File: src/rtl/apb_master_bridge_pkg.sv
// Shared types and constants for the APB requester bridge.
package apb_master_pkg;

  localparam int APB_ADDR_WIDTH = 32;
  localparam int APB_DATA_WIDTH = 32;

  localparam int CMD_ADDR_W = APB_ADDR_WIDTH;
  localparam int CMD_DATA_W = APB_DATA_WIDTH;

  // Bridge transfer phases.
  typedef enum logic [1:0] {
    IDLE   = 2'd0,
    SETUP  = 2'd1,
    ACCESS = 2'd2,
    RESP   = 2'd3
  } apb_state_e;

  // Bit positions inside PPROT.
  localparam int PROT_PRIV   = 0;
  localparam int PROT_NONSEC = 1;
  localparam int PROT_INSTR  = 2;

  // One host-side command as carried into the bridge.
  typedef struct packed {
    logic                    write;
    logic [CMD_ADDR_W-1:0]   addr;
    logic [CMD_DATA_W-1:0]   wdata;
    logic [CMD_DATA_W/8-1:0] strb;
    logic [2:0]              prot;
  } apb_cmd_t;

  // Assemble a PPROT value from its three attribute bits.
  function automatic logic [2:0] make_prot(input logic priv, input logic nonsec,
                                           input logic instr);
    logic [2:0] p;
    p              = '0;
    p[PROT_PRIV]   = priv;
    p[PROT_NONSEC] = nonsec;
    p[PROT_INSTR]  = instr;
    return p;
  endfunction

endpackage

File: src/rtl/apb_master_bridge_timeout_counter.sv
// Saturating ACCESS-phase wait counter; flags the last permitted wait cycle.
module apb_timeout_counter #(
  parameter int TIMEOUT_CYCLES = 256
) (
  input  logic clk,
  input  logic rstn,
  input  logic clear,
  input  logic enable,
  output logic expired
);

  localparam int CW    = (TIMEOUT_CYCLES > 0) ? $clog2(TIMEOUT_CYCLES + 1) : 1;
  localparam int LIMIT = (TIMEOUT_CYCLES > 0) ? TIMEOUT_CYCLES - 1 : 0;
  localparam logic [CW-1:0] LIMIT_C = CW'(LIMIT);
  localparam logic [CW-1:0] CMAX    = '1;

  logic [CW-1:0] count;

  // Count stalled ACCESS cycles; saturate instead of wrapping.
  always_ff @(posedge clk) begin
    if (!rstn || clear) begin
      count <= '0;
    end else if (enable && (count != CMAX)) begin
      count <= count + CW'(1);
    end
  end

  // A zero limit disables the abort entirely.
  assign expired = (TIMEOUT_CYCLES != 0) && (count == LIMIT_C);

endmodule

File: src/rtl/apb_master_bridge.sv
// APB requester: one valid/ready command -> one SETUP/ACCESS transfer -> one response.
module apb_master_bridge
  import apb_master_pkg::*;
#(
  parameter int ADDR_WIDTH     = APB_ADDR_WIDTH,
  parameter int DATA_WIDTH     = APB_DATA_WIDTH,
  parameter int TIMEOUT_CYCLES = 256
) (
  input  logic                    clk,
  input  logic                    rstn,
  input  logic                    cmd_valid,
  output logic                    cmd_ready,
  input  logic                    cmd_write,
  input  logic [ADDR_WIDTH-1:0]   cmd_addr,
  input  logic [DATA_WIDTH-1:0]   cmd_wdata,
  input  logic [DATA_WIDTH/8-1:0] cmd_strb,
  input  logic [2:0]              cmd_prot,
  output logic                    rsp_valid,
  input  logic                    rsp_ready,
  output logic [DATA_WIDTH-1:0]   rsp_rdata,
  output logic                    rsp_error,
  output logic                    rsp_timeout,
  output logic                    sel,
  output logic                    enable,
  output logic                    write,
  output logic [ADDR_WIDTH-1:0]   addr,
  output logic [DATA_WIDTH-1:0]   wdata,
  output logic [DATA_WIDTH/8-1:0] strb,
  output logic [2:0]              prot,
  input  logic [DATA_WIDTH-1:0]   rdata,
  input  logic                    ready,
  input  logic                    slave_error
);

  apb_state_e state, next_state;
  logic       handshake;
  logic       expired;
  logic       tmo_clear;
  logic       tmo_enable;

  assign cmd_ready  = rstn && (state == IDLE);
  assign handshake  = cmd_valid && cmd_ready;
  assign tmo_clear  = (state == SETUP);
  assign tmo_enable = (state == ACCESS) && !ready;

  apb_timeout_counter #(
    .TIMEOUT_CYCLES(TIMEOUT_CYCLES)
  ) u_timeout (
    .clk    (clk),
    .rstn   (rstn),
    .clear  (tmo_clear),
    .enable (tmo_enable),
    .expired(expired)
  );

  // State register.
  always_ff @(posedge clk) begin
    if (!rstn) state <= IDLE;
    else       state <= next_state;
  end

  // Next-state decode; a completing slave wins over a simultaneous timeout.
  always_comb begin
    next_state = state;
    case (state)
      IDLE:    if (handshake) next_state = SETUP;
      SETUP:   next_state = ACCESS;
      ACCESS:  if (ready || expired) next_state = RESP;
      RESP:    if (rsp_ready) next_state = IDLE;
      default: next_state = IDLE;
    endcase
  end

  // Registered APB and response outputs, all derived from the next state.
  always_ff @(posedge clk) begin
    if (!rstn) begin
      sel         <= 1'b0;
      enable      <= 1'b0;
      write       <= 1'b0;
      addr        <= '0;
      wdata       <= '0;
      strb        <= '0;
      prot        <= '0;
      rsp_valid   <= 1'b0;
      rsp_rdata   <= '0;
      rsp_error   <= 1'b0;
      rsp_timeout <= 1'b0;
    end else begin
      sel       <= (next_state == SETUP) || (next_state == ACCESS);
      enable    <= (next_state == ACCESS);
      rsp_valid <= (next_state == RESP);
      if (handshake) begin
        write <= cmd_write;
        addr  <= cmd_addr;
        wdata <= cmd_wdata;
        strb  <= cmd_write ? cmd_strb : '0;
        prot  <= cmd_prot;
      end
      if (state == ACCESS) begin
        if (ready) begin
          rsp_rdata   <= write ? '0 : rdata;
          rsp_error   <= slave_error;
          rsp_timeout <= 1'b0;
        end else if (expired) begin
          rsp_rdata   <= '0;
          rsp_error   <= 1'b1;
          rsp_timeout <= 1'b1;
        end
      end
    end
  end

endmodule

File: config.mk
export PLATFORM = sky130hd
export DESIGN_NAME = apb_master_bridge
export DESIGN_NICKNAME = d
export VERILOG_FILES = /design/src/rtl/apb_master_bridge_pkg.sv /design/src/rtl/apb_master_bridge_timeout_counter.sv /design/src/rtl/apb_master_bridge.sv
export SDC_FILE = /design/constraint.sdc
export NUM_CORES = 1
export LEC_CHECK = 0
export ABC_CLOCK_PERIOD_IN_PS = 1900
export CAP_MARGIN = 10
export CELL_PAD_IN_SITES_DETAIL_PLACEMENT = 1
export CELL_PAD_IN_SITES_GLOBAL_PLACEMENT = 1
export CORE_UTILIZATION = 27
export DETAILED_ROUTE_END_ITERATION = 16
export MAX_ROUTING_LAYER = met4
export PLACE_DENSITY_LB_ADDON = 0.05
export SLEW_MARGIN = 20
export SYNTH_ARGS = -nofsm -noshare
export SYNTH_HDL_FRONTEND = slang
export SYNTH_SLANG_ARGS = --single-unit
export TNS_END_PERCENT = 30
File: constraint.sdc
create_clock -name clk -period 1.9 [get_ports clk]
set_input_delay 0.38 -clock clk [delete_from_list [all_inputs] [get_ports clk]]
set_output_delay 0.38 -clock clk [all_outputs]
set_load 0.05 [all_outputs]
==> impl_metrics.sql <==
INSERT INTO impl_metrics (metric_group, metric, value, unit) VALUES
('sta', 'timing.final.crit_period', '2060', 'ps'),
('pwr', 'power_density', '932', 'nW/um2'),
('run_status', 'status', 'finished, violations left', ''),
('drt', 'detailroute.via_count', '4781', ''),
('cts', 'cts-buffers-inserted', '17', ''),
('sta', 'worst-slew-pin-transition', '602', 'ps'),
('cts', 'cts.reportedPaths.clkPinSlew', '60', 'ps'),
('cts', 'clkSinkCount', '120', ''),
('drt', 'routed_wl', '16900', 'um'),
('drt', 'wl_per_cell', '16.7', 'um'),
('floorplanning', 'die-area', '18200', 'um2'),
('synth', 'mapped_avg_cell_area', '8.77', 'um2'),
('layout', 'area_delta_synth_final', '70.2', '%'),
('synth', 'synth-warning-count', '0', ''),
('worst_hold_path', 'min-delay-path-class', 'register to register', ''),
('worst_hold_path', 'hold_start', 'addr[12]', ''),
('worst_hold_path', 'worst_hold_path.num_cells', '2', ''),
('placed_design', 'post_detail_place_hpwl', '11700', 'um'),
('layout', 'nNetsFinal', '885', ''),
('drt', 'top_layer', 'met4', ''),
('layout', 'post-route-util', '47.0', '%'),
('global_route', 'wire_length_of_the_first_global_routing_pass', '26400', 'um'),
('run_status', 'violations_in_the_final_reports', 'negative setup slack', ''),
('floorplanning', 'io_pins', '220', ''),
('cts', 'htree_levels', '4', ''),
('synth', 'asyncSetResetFlopFracSynth', '0', '%'),
('synth', 'synth_enable_flop_cells', '0', ''),
('setup_path', 'critical_path.most_common_cell', 'sky130_fd_sc_hd__ha_4', ''),
('setup_path', 'rrSetupSlack', '-160', 'ps'),
('setup_path', 'startpoint_type', 'register', ''),
('global_route', 'first_global_vias', '5091', ''),
('drt', 'met2RoutedLength', '8480', 'um'),
('floorplanning', 'initial_core_util', '27.6', '%'),
('flow_run', 'cap_viol_max_count', '0', ''),
('drt', 'drtAntennaViolNets', '0', ''),
('synth', 'ys_seq_elements', '120', ''),
('floorplanning', 'core_area', '17200', 'um2'),
('drt', 'initial_drc_count', '168', ''),
('setup_path', 'crit_path_cell_trace', 'ha_4, nand3_4, nor2_4, ha_4, or4b_4, or4_4, a21oi_2', ''),
('cts', 'clkLatencyLatePin', '420', 'ps'),
('drt', 'detailroute.wirelength.met3', '1270', 'um'),
('global_route', 'grt-ovfl-total', '0', ''),
('layout', 'instances_no_fill', '1009', ''),
('synth', 'dominantRegCellSynth', 'sky130_fd_sc_hd__dfxtp_1', ''),
('setup_path', 'endpoint_of_the_worst_slack_reg_to_reg_timing_path', 'u_timeout.count[5]', ''),
('cts', 'cts-root-buf', 'sky130_fd_sc_hd__clkbuf_16', ''),
('setup_path', 'cp.arrival', '2410', 'ps'),
('layout', 'post_route_cells_drive_above_1_share', '16.7', '%'),
('drt', 'detail_route.first_pass.iterations', '4', ''),
('placed_design', 'io_buffers', '219', ''),
('cts', 'cts_tree', 'done', ''),
('pwr', 'leakage', '0.00326', 'uW'),
('setup_path', 'timing.critical_path.slowest_stage_cell', 'sky130_fd_sc_hd__or4b_4', ''),
('floorplanning', 'dieHeight', '135', 'um'),
('placed_design', 'placer_congestion_estimate', '0.764', ''),
('sta', 'worst_slack', '-161', 'ps'),
('synth', 'netlist_instances', '543', ''),
('sta', 'finalHoldViolations', '0', ''),
('layout', 'fin_area', '8110', 'um2'),
('sta', 'setup-violations-final', '6', ''),
('sta', 'slew-limit-headroom', '59.9', '%'),
('synth', 'synth_fp_nets', '657', ''),
('floorplanning', 'rows', '48', ''),
('sta', 'rsz0062_at_grt', 'true', ''),
('layout', 'antenna_cells', '0', ''),
('drt', 'wirelength_met1', '6810', 'um'),
('setup_path', 'worst_r2r_path_depth', '7', ''),
('global_route', 'track_usage', '19.5', '%'),
('synth', 'syn_area', '4760', 'um2'),
('setup_path', 'max_stage_delay', '540', 'ps'),
('pwr', 'peakVddDrop', '0.626', 'mV');
[worst max path at each step]
stage	start	end	slack [ps]	cells past startpoint
detailed placement	ready	u_timeout.count[5]	-360	4
global route	u_timeout.count[1]	u_timeout.count[5]	-210	7
CTS	u_timeout.count[1]	u_timeout.count[5]	-160	7
global placement	ready	u_timeout.count[5]	-310	4
floorplan	u_timeout.count[0]	u_timeout.count[5]	-120	8
finish	u_timeout.count[1]	u_timeout.count[5]	-160	7
[timing repair]
| action | in CTS | in global routing |
|---|---|---|
| cloned | 1 | 0 |
| setup endpoints to repair | 87 | 25 |
| buffers inserted | 1 | 1 |
| gates resized for setup | 85 | 13 |
| pin swaps | 6 | 1 |
[layer usage]
| layer | GRT usage (%) | up-vias |
|---|---|---|
| li1 | - | 2318 |
| met1 | 20.8 | 2302 |
| met2 | 33.0 | 141 |
| met3 | 6.64 | 20 |
| met4 | 7.87 | 0 |
| met5 | - | - |
[final cells by class]
class                           count  area (um2)
Clock buffer                       21         480
Clock inverter                     11         193
Sequential cell                   120        2400
Timing Repair Buffer              257        2440
Inverter                            2        7.51
Fill cell                        1952        9130
Multi-Input combinational cell    373        2300
Tap cell                          225         282
[power by group]
part           total [uW]  switching (uW)  internal, uW
Clock                3660            1190          2460
Combinational        1220             711           509
Sequential           2680            53.7          2620
[worst max-delay path: cells and delay by family (launching register included)]
kind | cells | cell delay [ps]
fa+ha+maj | 2 | 320
simple gates | 4 | 1210
flops | 1 | 330
compound gates | 1 | 130
[layout by cell type (no fill, tap or decap), types with 2 or more instances in the layout]
cell type                           n
sky130_fd_sc_hd__dfxtp_1          118
sky130_fd_sc_hd__nand2_1          148
sky130_fd_sc_hd__clkinvlp_4         5
sky130_fd_sc_hd__nor2_4             2
sky130_fd_sc_hd__a21boi_0         105
sky130_fd_sc_hd__clkdlybuf4s50_1  108
sky130_fd_sc_hd__o21ai_1           10
sky130_fd_sc_hd__clkbuf_8           4
sky130_fd_sc_hd__o31ai_1            2
sky130_fd_sc_hd__nand2b_1           2
sky130_fd_sc_hd__nor2_1             3
sky130_fd_sc_hd__buf_12            10
sky130_fd_sc_hd__dlygate4sd2_1     70
sky130_fd_sc_hd__or4_1              2
sky130_fd_sc_hd__o21ai_0           25
sky130_fd_sc_hd__bufinv_16          5
sky130_fd_sc_hd__nand4b_1          32
sky130_fd_sc_hd__dfxtp_2            2
sky130_fd_sc_hd__buf_4             66
sky130_fd_sc_hd__nand3_1            7
sky130_fd_sc_hd__or3_1              3
sky130_fd_sc_hd__clkbuf_16         17
sky130_fd_sc_hd__nor2b_1            2
sky130_fd_sc_hd__ha_4               3
sky130_fd_sc_hd__inv_1              2
sky130_fd_sc_hd__a21oi_1            7
[through the flow]
step                      total power (uW)  hold WS [ps]  worst slack, ps
final                                 7550           462             -161
after global routing                  7840           486             -214
after CTS                             7650           468             -158
after detailed placement              3980           460             -357
after global placement                3950           450             -310
after floorplan                       3360           452             -118
[sequential cells by signal, indices dropped and copies added (netlist names)]
name             flops
rsp_timeout          1
sel                  1
rsp_valid            1
addr                32
u_timeout.count      9
prot                 3
rsp_error            1
write                1
strb                 4
wdata               32
rsp_rdata           32
state                2
enable               1
[cells by family after synthesis]
logic type,after synthesis,share of synthesized area [%]
and+or+nand+nor,214,22.0
AOI/OAI and AO/OA,153,21.9
DFF,120,50.4
buffers and inverters,50,4.18
adders and majority gates,4,1.05
xor gates and xnor gates,1,0.184
muxes,1,0.210
[cell usage after synthesis (2+ instances only)]
cell / n / area, um2
sky130_fd_sc_hd__nand2_1: 148 / 556
sky130_fd_sc_hd__dfxtp_1: 120 / 2400
sky130_fd_sc_hd__a21boi_0: 105 / 788
sky130_fd_sc_hd__clkbuf_1: 44 / 165
sky130_fd_sc_hd__o21ai_0: 35 / 175
sky130_fd_sc_hd__nand4b_1: 32 / 280
sky130_fd_sc_hd__a21oi_1: 8 / 40.0
sky130_fd_sc_hd__nand3_1: 8 / 40.0
sky130_fd_sc_hd__nor2_1: 5 / 18.8
sky130_fd_sc_hd__ha_1: 4 / 50.1
sky130_fd_sc_hd__or3_1: 4 / 25.0
sky130_fd_sc_hd__nor2b_1: 3 / 18.8
sky130_fd_sc_hd__o31ai_1: 3 / 22.5
sky130_fd_sc_hd__or4_1: 3 / 22.5
sky130_fd_sc_hd__buf_2: 2 / 10.0
sky130_fd_sc_hd__inv_1: 2 / 7.51
sky130_fd_sc_hd__nand2b_1: 2 / 12.5
Note: power is estimated with default switching activity, not from simulation.
